`src/rtl/riscv_lsu_pkg.sv`:
```
// Shared encodings for the memory-stage load/store unit.
package riscv_lsu_pkg;
  localparam logic [2:0] F3_B  = 3'b000;
  localparam logic [2:0] F3_H  = 3'b001;
  localparam logic [2:0] F3_W  = 3'b010;
  localparam logic [2:0] F3_BU = 3'b100;
  localparam logic [2:0] F3_HU = 3'b101;

  typedef enum logic [1:0] {IDLE, REQ, RESP, DONE} lsu_state_t;
endpackage

```
`src/rtl/lsu_load_ext.sv`:
```
// Selects the byte/half of a read word and sign- or zero-extends it.
module lsu_load_ext
  import riscv_lsu_pkg::*;
(
  input  logic [31:0] word_i,
  input  logic [1:0]  off_i,
  input  logic [2:0]  funct3_i,
  output logic [31:0] data_o
);
  logic [7:0]  byte_sel;
  logic [15:0] half_sel;

  always_comb begin
    byte_sel = word_i[8*off_i +: 8];
    half_sel = off_i[1] ? word_i[31:16] : word_i[15:0];
    data_o   = word_i;
    case (funct3_i)
      F3_B:    data_o = {{24{byte_sel[7]}}, byte_sel};
      F3_BU:   data_o = {24'h0, byte_sel};
      F3_H:    data_o = {{16{half_sel[15]}}, half_sel};
      F3_HU:   data_o = {16'h0, half_sel};
      default: data_o = word_i;
    endcase
  end
endmodule

```
`src/rtl/mem_stage_lsu.sv`:
```
// M-stage load/store unit: one valid/ready memory transaction per access, stalling until done.
module mem_stage_lsu
  import riscv_lsu_pkg::*;
#(
  parameter int DATA_WIDTH   = 32,
  parameter int FUNCT3_WIDTH = 3
) (
  input  logic                    CLK,
  input  logic                    RST_N,
  input  logic                    MemReadM,
  input  logic                    MemWriteM,
  input  logic [DATA_WIDTH-1:0]   ALUResultM,
  input  logic [DATA_WIDTH-1:0]   WriteDataM,
  input  logic [FUNCT3_WIDTH-1:0] funct3M,
  output logic [DATA_WIDTH-1:0]   RD,
  output logic                    StallM,
  output logic                    FaultM,
  output logic                    mem_req_valid,
  input  logic                    mem_req_ready,
  output logic                    mem_we,
  output logic [DATA_WIDTH-1:0]   mem_addr,
  output logic [DATA_WIDTH-1:0]   mem_wdata,
  output logic [3:0]              mem_be,
  input  logic                    mem_rsp_valid,
  input  logic [DATA_WIDTH-1:0]   mem_rsp_rdata
);
  lsu_state_t            state_q, state_d;
  logic [DATA_WIDTH-1:0] addr_q, addr_d, wdata_q, wdata_d, rd_q, rd_d;
  logic [3:0]            be_q, be_d, lane_be;
  logic [2:0]            f3_q, f3_d;
  logic [1:0]            off_q, off_d, off;
  logic                  we_q, we_d, access, fault;
  logic [DATA_WIDTH-1:0] lane_wdata, ext_data;

  assign access = MemReadM | MemWriteM;
  assign off    = ALUResultM[1:0];

  always_comb begin
    case (funct3M)
      F3_B, F3_BU: fault = 1'b0;
      F3_H, F3_HU: fault = off[0];
      F3_W:        fault = (off != 2'b00);
      default:     fault = 1'b1;
    endcase
  end

  // Stores place data on every lane; byte enables pick the real target.
  always_comb begin
    lane_be    = 4'b1111;
    lane_wdata = WriteDataM;
    if (MemWriteM) begin
      case (funct3M[1:0])
        2'b00: begin lane_be = 4'b0001 << off; lane_wdata = {4{WriteDataM[7:0]}}; end
        2'b01: begin lane_be = 4'b0011 << off; lane_wdata = {2{WriteDataM[15:0]}}; end
        default: ;
      endcase
    end
  end

  lsu_load_ext u_ext (
    .word_i   (mem_rsp_rdata),
    .off_i    (off_q),
    .funct3_i (f3_q),
    .data_o   (ext_data)
  );

  always_comb begin
    state_d = state_q;
    addr_d  = addr_q;
    wdata_d = wdata_q;
    be_d    = be_q;
    we_d    = we_q;
    f3_d    = f3_q;
    off_d   = off_q;
    rd_d    = rd_q;
    StallM  = 1'b0;
    FaultM  = 1'b0;
    case (state_q)
      IDLE: if (access) begin
        if (fault) FaultM = 1'b1;
        else begin
          StallM  = 1'b1;
          addr_d  = {ALUResultM[DATA_WIDTH-1:2], 2'b00};
          wdata_d = lane_wdata;
          be_d    = lane_be;
          we_d    = MemWriteM;
          f3_d    = funct3M;
          off_d   = off;
          state_d = REQ;
        end
      end
      REQ: begin
        StallM = 1'b1;
        if (mem_req_ready) state_d = we_q ? DONE : RESP;
      end
      RESP: begin
        StallM = 1'b1;
        if (mem_rsp_valid) begin
          rd_d    = ext_data;
          state_d = DONE;
        end
      end
      default: state_d = IDLE;
    endcase
  end

  always_ff @(posedge CLK or negedge RST_N) begin
    if (!RST_N) begin
      state_q <= IDLE;
      addr_q  <= '0;
      wdata_q <= '0;
      be_q    <= '0;
      we_q    <= 1'b0;
      f3_q    <= '0;
      off_q   <= '0;
      rd_q    <= '0;
    end else begin
      state_q <= state_d;
      addr_q  <= addr_d;
      wdata_q <= wdata_d;
      be_q    <= be_d;
      we_q    <= we_d;
      f3_q    <= f3_d;
      off_q   <= off_d;
      rd_q    <= rd_d;
    end
  end

  assign mem_req_valid = (state_q == REQ);
  assign mem_we        = we_q;
  assign mem_addr      = addr_q;
  assign mem_wdata     = wdata_q;
  assign mem_be        = be_q;
  assign RD            = rd_q;
endmodule

```
`config.mk`:
```
export PLATFORM = sky130hd
export DESIGN_NAME = mem_stage_lsu
export DESIGN_NICKNAME = d
export VERILOG_FILES = /design/src/rtl/riscv_lsu_pkg.sv /design/src/rtl/lsu_load_ext.sv /design/src/rtl/mem_stage_lsu.sv
export SDC_FILE = /design/constraint.sdc
export NUM_CORES = 1
export LEC_CHECK = 0
export BUFFER_PORTS_ARGS = -buffer_cell sky130_fd_sc_hd__buf_2
export CAP_MARGIN = 10
export CORE_MARGIN = 1
export CORE_UTILIZATION = 50
export DETAILED_ROUTE_END_ITERATION = 7
export PLACE_DENSITY = 0.79
export REMOVE_ABC_BUFFERS = 1
export SLEW_MARGIN = 10
export SYNTH_ARGS = -nofsm -noshare
export SYNTH_HDL_FRONTEND = slang
export SYNTH_SLANG_ARGS = --single-unit
export TNS_END_PERCENT = 1
```
`constraint.sdc`:
```
create_clock -name CLK -period 4.72 [get_ports CLK]
set_clock_uncertainty 0.1 [all_clocks]
set_input_delay 0.236 -clock CLK [delete_from_list [all_inputs] [get_ports CLK]]
set_output_delay 0.236 -clock CLK [all_outputs]
set_load 0.05 [all_outputs]
```
==> impl_metrics.tcl <==
set metrics [dict create \
    reg2regPathDepth 6 \
    critical_path.cell_chain "inv_1 > ha_1 > o21ai_0 > o21bai_4 > buf_4 > mux2_2" \
    worstMarginPinSlew_ns 1.18 \
    syn-mean-instance-area_um2 10.8 \
    drt-initial-drc-count 138 \
    grt_antenna_before_repair 0 \
    buffer_ports.inserted 206 \
    critical_path_class "flop to flop" \
    fp.dieArea_um2 10300 \
    regToRegEndpoint "mem_addr[8]" \
    pin_count 209 \
    post_synth_instance_area_um2 4960 \
    clk_pin_slew_ns 0.10 \
    max_cap_viol_count 0 \
    postSynthCellCount 457 \
    final_design_area_no_fill_um2 6450 \
    grt.met3_usage_pct 6.83 \
    cp.buffers_inverters 2 \
    grt_first_pass_wirelength_mm 20.9 \
    synthArstFlopShare_pct 100 \
    clk-insertion-delay-late_ns 0.35 \
    final_cells 802 \
    arrival_ns 2.80 \
    synth_top_area_share_pct 53.5 \
    holdWs_ns 0.0177 \
    drt_first_pass_iters 4 \
    detailroute.via_count 4354 \
    fill_cells 763 \
    drtAntennaViolNets 0 \
    fin_util_pct 68.5 \
    grt_max_degree 94 \
    placement.cell_area_um2 6020 \
    floorplan.rows 35 \
    cts.sinks 106 \
    worst-path-max-fanout 93 \
    synth.top_cells.by_area "sky130_fd_sc_hd__dfrtp_1, sky130_fd_sc_hd__mux2_2, sky130_fd_sc_hd__a21oi_1" \
    synthFlopType "sky130_fd_sc_hd__dfrtp_1" \
    path_depth 6 \
    clock_path_buffers 2 \
    remaining_drc_errors 0 \
    leakage_nw 3.22 \
    final-seq-area_um2 2650 \
    portion_of_the_clock_cycle_consumed_by_the_worst_path_in_the_final_layout_pct 56.3 \
    grt_use_total_pct 26.3 \
    timing.fmax_mhz 377 \
    gr-usage-met2_pct 45.4 \
    busiest_layer "met2" \
    design.core.area_um2 9420 \
    setup_viol_count_final 0 \
    gp_congestion 0.845 \
    post-synth-top-area-cell "sky130_fd_sc_hd__dfrtp_1" \
    initial_core_util_pct 52.7 \
    grt_util_met1_pct 32.0 \
    distinct_cells_synth 41 \
    maxSlewHeadroom_pct 21.4 \
    worstSetupStartpoint "state_q[0]" \
    die-width_um 102 \
    tritoncts "built" \
    grt-ovfl-total 0 \
    syn2layout_area_growth_pct 30.2 \
    finalHoldViolations 0 \
    timing.critical_path.required_ns 4.87 \
    first_global_vias 4307 \
    peakVddDrop_mv 0.566 \
    total_power_mw 5.34 \
    synth.ff_latch_count 106 \
    timing.critical_path.slowest_cell_delay_ns 0.75 \
    die_y_um 102 \
    min_delay_path_class "input pin to flop" \
    worst_path_max_delay_cell "sky130_fd_sc_hd__buf_4" \
    synth_enable_flop_cells 0 \
    worst_setup_ep_type "flop" \
    detailedPlace.worstSlack_ns 2.07 \
    synth-seq-area-share_pct 53.5 \
    multi_input_area_um2 2110 \
    place_hpwl_mm 9.43 \
    setup_tns_ns 0 \
    reg2reg_slack_ns 2.06 \
    cts-root-buf "sky130_fd_sc_hd__clkbuf_8" \
    final_max_slew_viol_count 0 \
    postLayoutSetupSlackWorst_ns 2.06 \
    cpLargestDelayFamily "buffers and inverters" \
    postCtsResizedCells 0 \
    detail_route.vias_per_cell 5.43 \
    finalWorstPathRequiredPeriod_ns 2.66 \
    result_of_the_run "finished, final reports clean" \
    synth-warning-count 0 \
    drive_above_1_share_pct 41.5 \
    h_tree_depth_reported_by_cts 3 \
    finalNetCount 777 \
    count_of_antenna_diodes_in_the_layout 0 \
    crit_path_start_kind "flop" \
    routed_wire_length_per_instance_um 16.7 \
    endpoint "mem_addr[8]" \
    rsz_0062_raised_after_global_routing "false" \
    cts_buffers 9 \
    numPlacedInstances 762 \
    worst_r2r_startpoint "state_q[0]" \
    wirelength_mm 13.4 \
    power.density_nw_per_um2 827 \
]
-- flip-flops by register name, indices dropped and copies added, names as in the netlist --
signal     flops
f3_q           3
state_q        2
RD            32
mem_be         4
off_q          2
mem_addr      30
mem_we         1
mem_wdata     32
-- kinds of logic after synthesis --
family / Yosys count / share of synthesized area [%]
muxes: 70 / 15.6
and+or+nand+nor: 96 / 8.48
buffers and inverters: 45 / 4.19
AOI/OAI and AO/OA: 135 / 17.1
adders and majority gates: 4 / 1.01
other: 1 / 0.0756
DFF: 106 / 53.5
-- placed cells by master, fill, tap and decap left out, drive strengths merged, types with 5 or more instances in the layout --
| cell type | netlist | layout |
|---|---|---|
| a2bb2oi | 7 | 7 |
| dlygate4sd3 | 0 | 24 |
| nand2 | 48 | 48 |
| a22oi | 7 | 7 |
| o32ai | 5 | 5 |
| mux2 | 50 | 50 |
| a21oi | 40 | 40 |
| buf | 17 | 209 |
| mux2i | 19 | 19 |
| nor2 | 31 | 31 |
| inv | 10 | 12 |
| o21ai | 39 | 39 |
| a22o | 7 | 7 |
| o31ai | 12 | 12 |
| o22ai | 8 | 8 |
| dfrtp | 106 | 106 |
| clkbuf | 17 | 12 |
-- cell usage after synthesis, drive strengths merged (2+ instances only) --
cell / number
nor3: 4
a21oi: 40
nor2: 31
o31ai: 12
nor2b: 2
a22oi: 7
o21ai: 39
nand2b: 4
o22ai: 8
mux2: 50
buf: 17
a2bb2oi: 7
a22o: 7
inv: 10
nand2: 48
ha: 4
mux2i: 19
and2: 2
clkbuf: 17
dfrtp: 106
o21a: 2
o32ai: 5
nor3b: 2
-- cell type report --
cell class,instances,area share [%]
inverters,11,0.640
multi-input cells,307,32.7
clock inverters,4,0.524
repair buffers,233,20.1
clock buffers,12,2.40
flip-flops and latches,106,41.1
well taps,129,2.50
-- routing by layer --
metal	vias up	wire, um
met5	-	0
met4	0	227
met3	17	1070
met2	191	6680
met1	2093	5390
li1	2053	-
-- repair_timing --
action                                 4_1_cts  5_1_grt
endpoints found under the hold margin       90        0
setup buffers                                0        0
hold buffers                                24        0
-- power breakdown --
part           switching, mW  internal (mW)  total [mW]
clock                  0.316          0.227       0.543
combinational           2.33          0.818        3.15
sequential             0.291           1.36        1.65
-- worst reg2reg max path, delay by kind of cell (launching register included) --
family	cells	cell delay, ns
multiplexers	1	0.49
flip-flops	1	0.40
buffers and inverters	2	0.82
adder cells (fa/ha/maj)	1	0.35
AO/OA/AOI/OAI	2	0.39
-- worst min-delay path by stage --
| stage | from | end | slack [ns] | cells past startpoint |
|---|---|---|---|---|
| finish | ALUResultM[11] | mem_addr[11] | 0.02 | 2 |
| global route | ALUResultM[27] | mem_addr[27] | 0.008 | 2 |
| CTS | ALUResultM[27] | mem_addr[27] | 0.002 | 2 |
| detailed placement | RST_N | RD[0] | 0.30 | 1 |
| global placement | RST_N | RD[0] | 0.29 | 1 |
| floorplan | RST_N | RD[0] | -0.16 | 0 |
(Power assumes the default switching activity.)
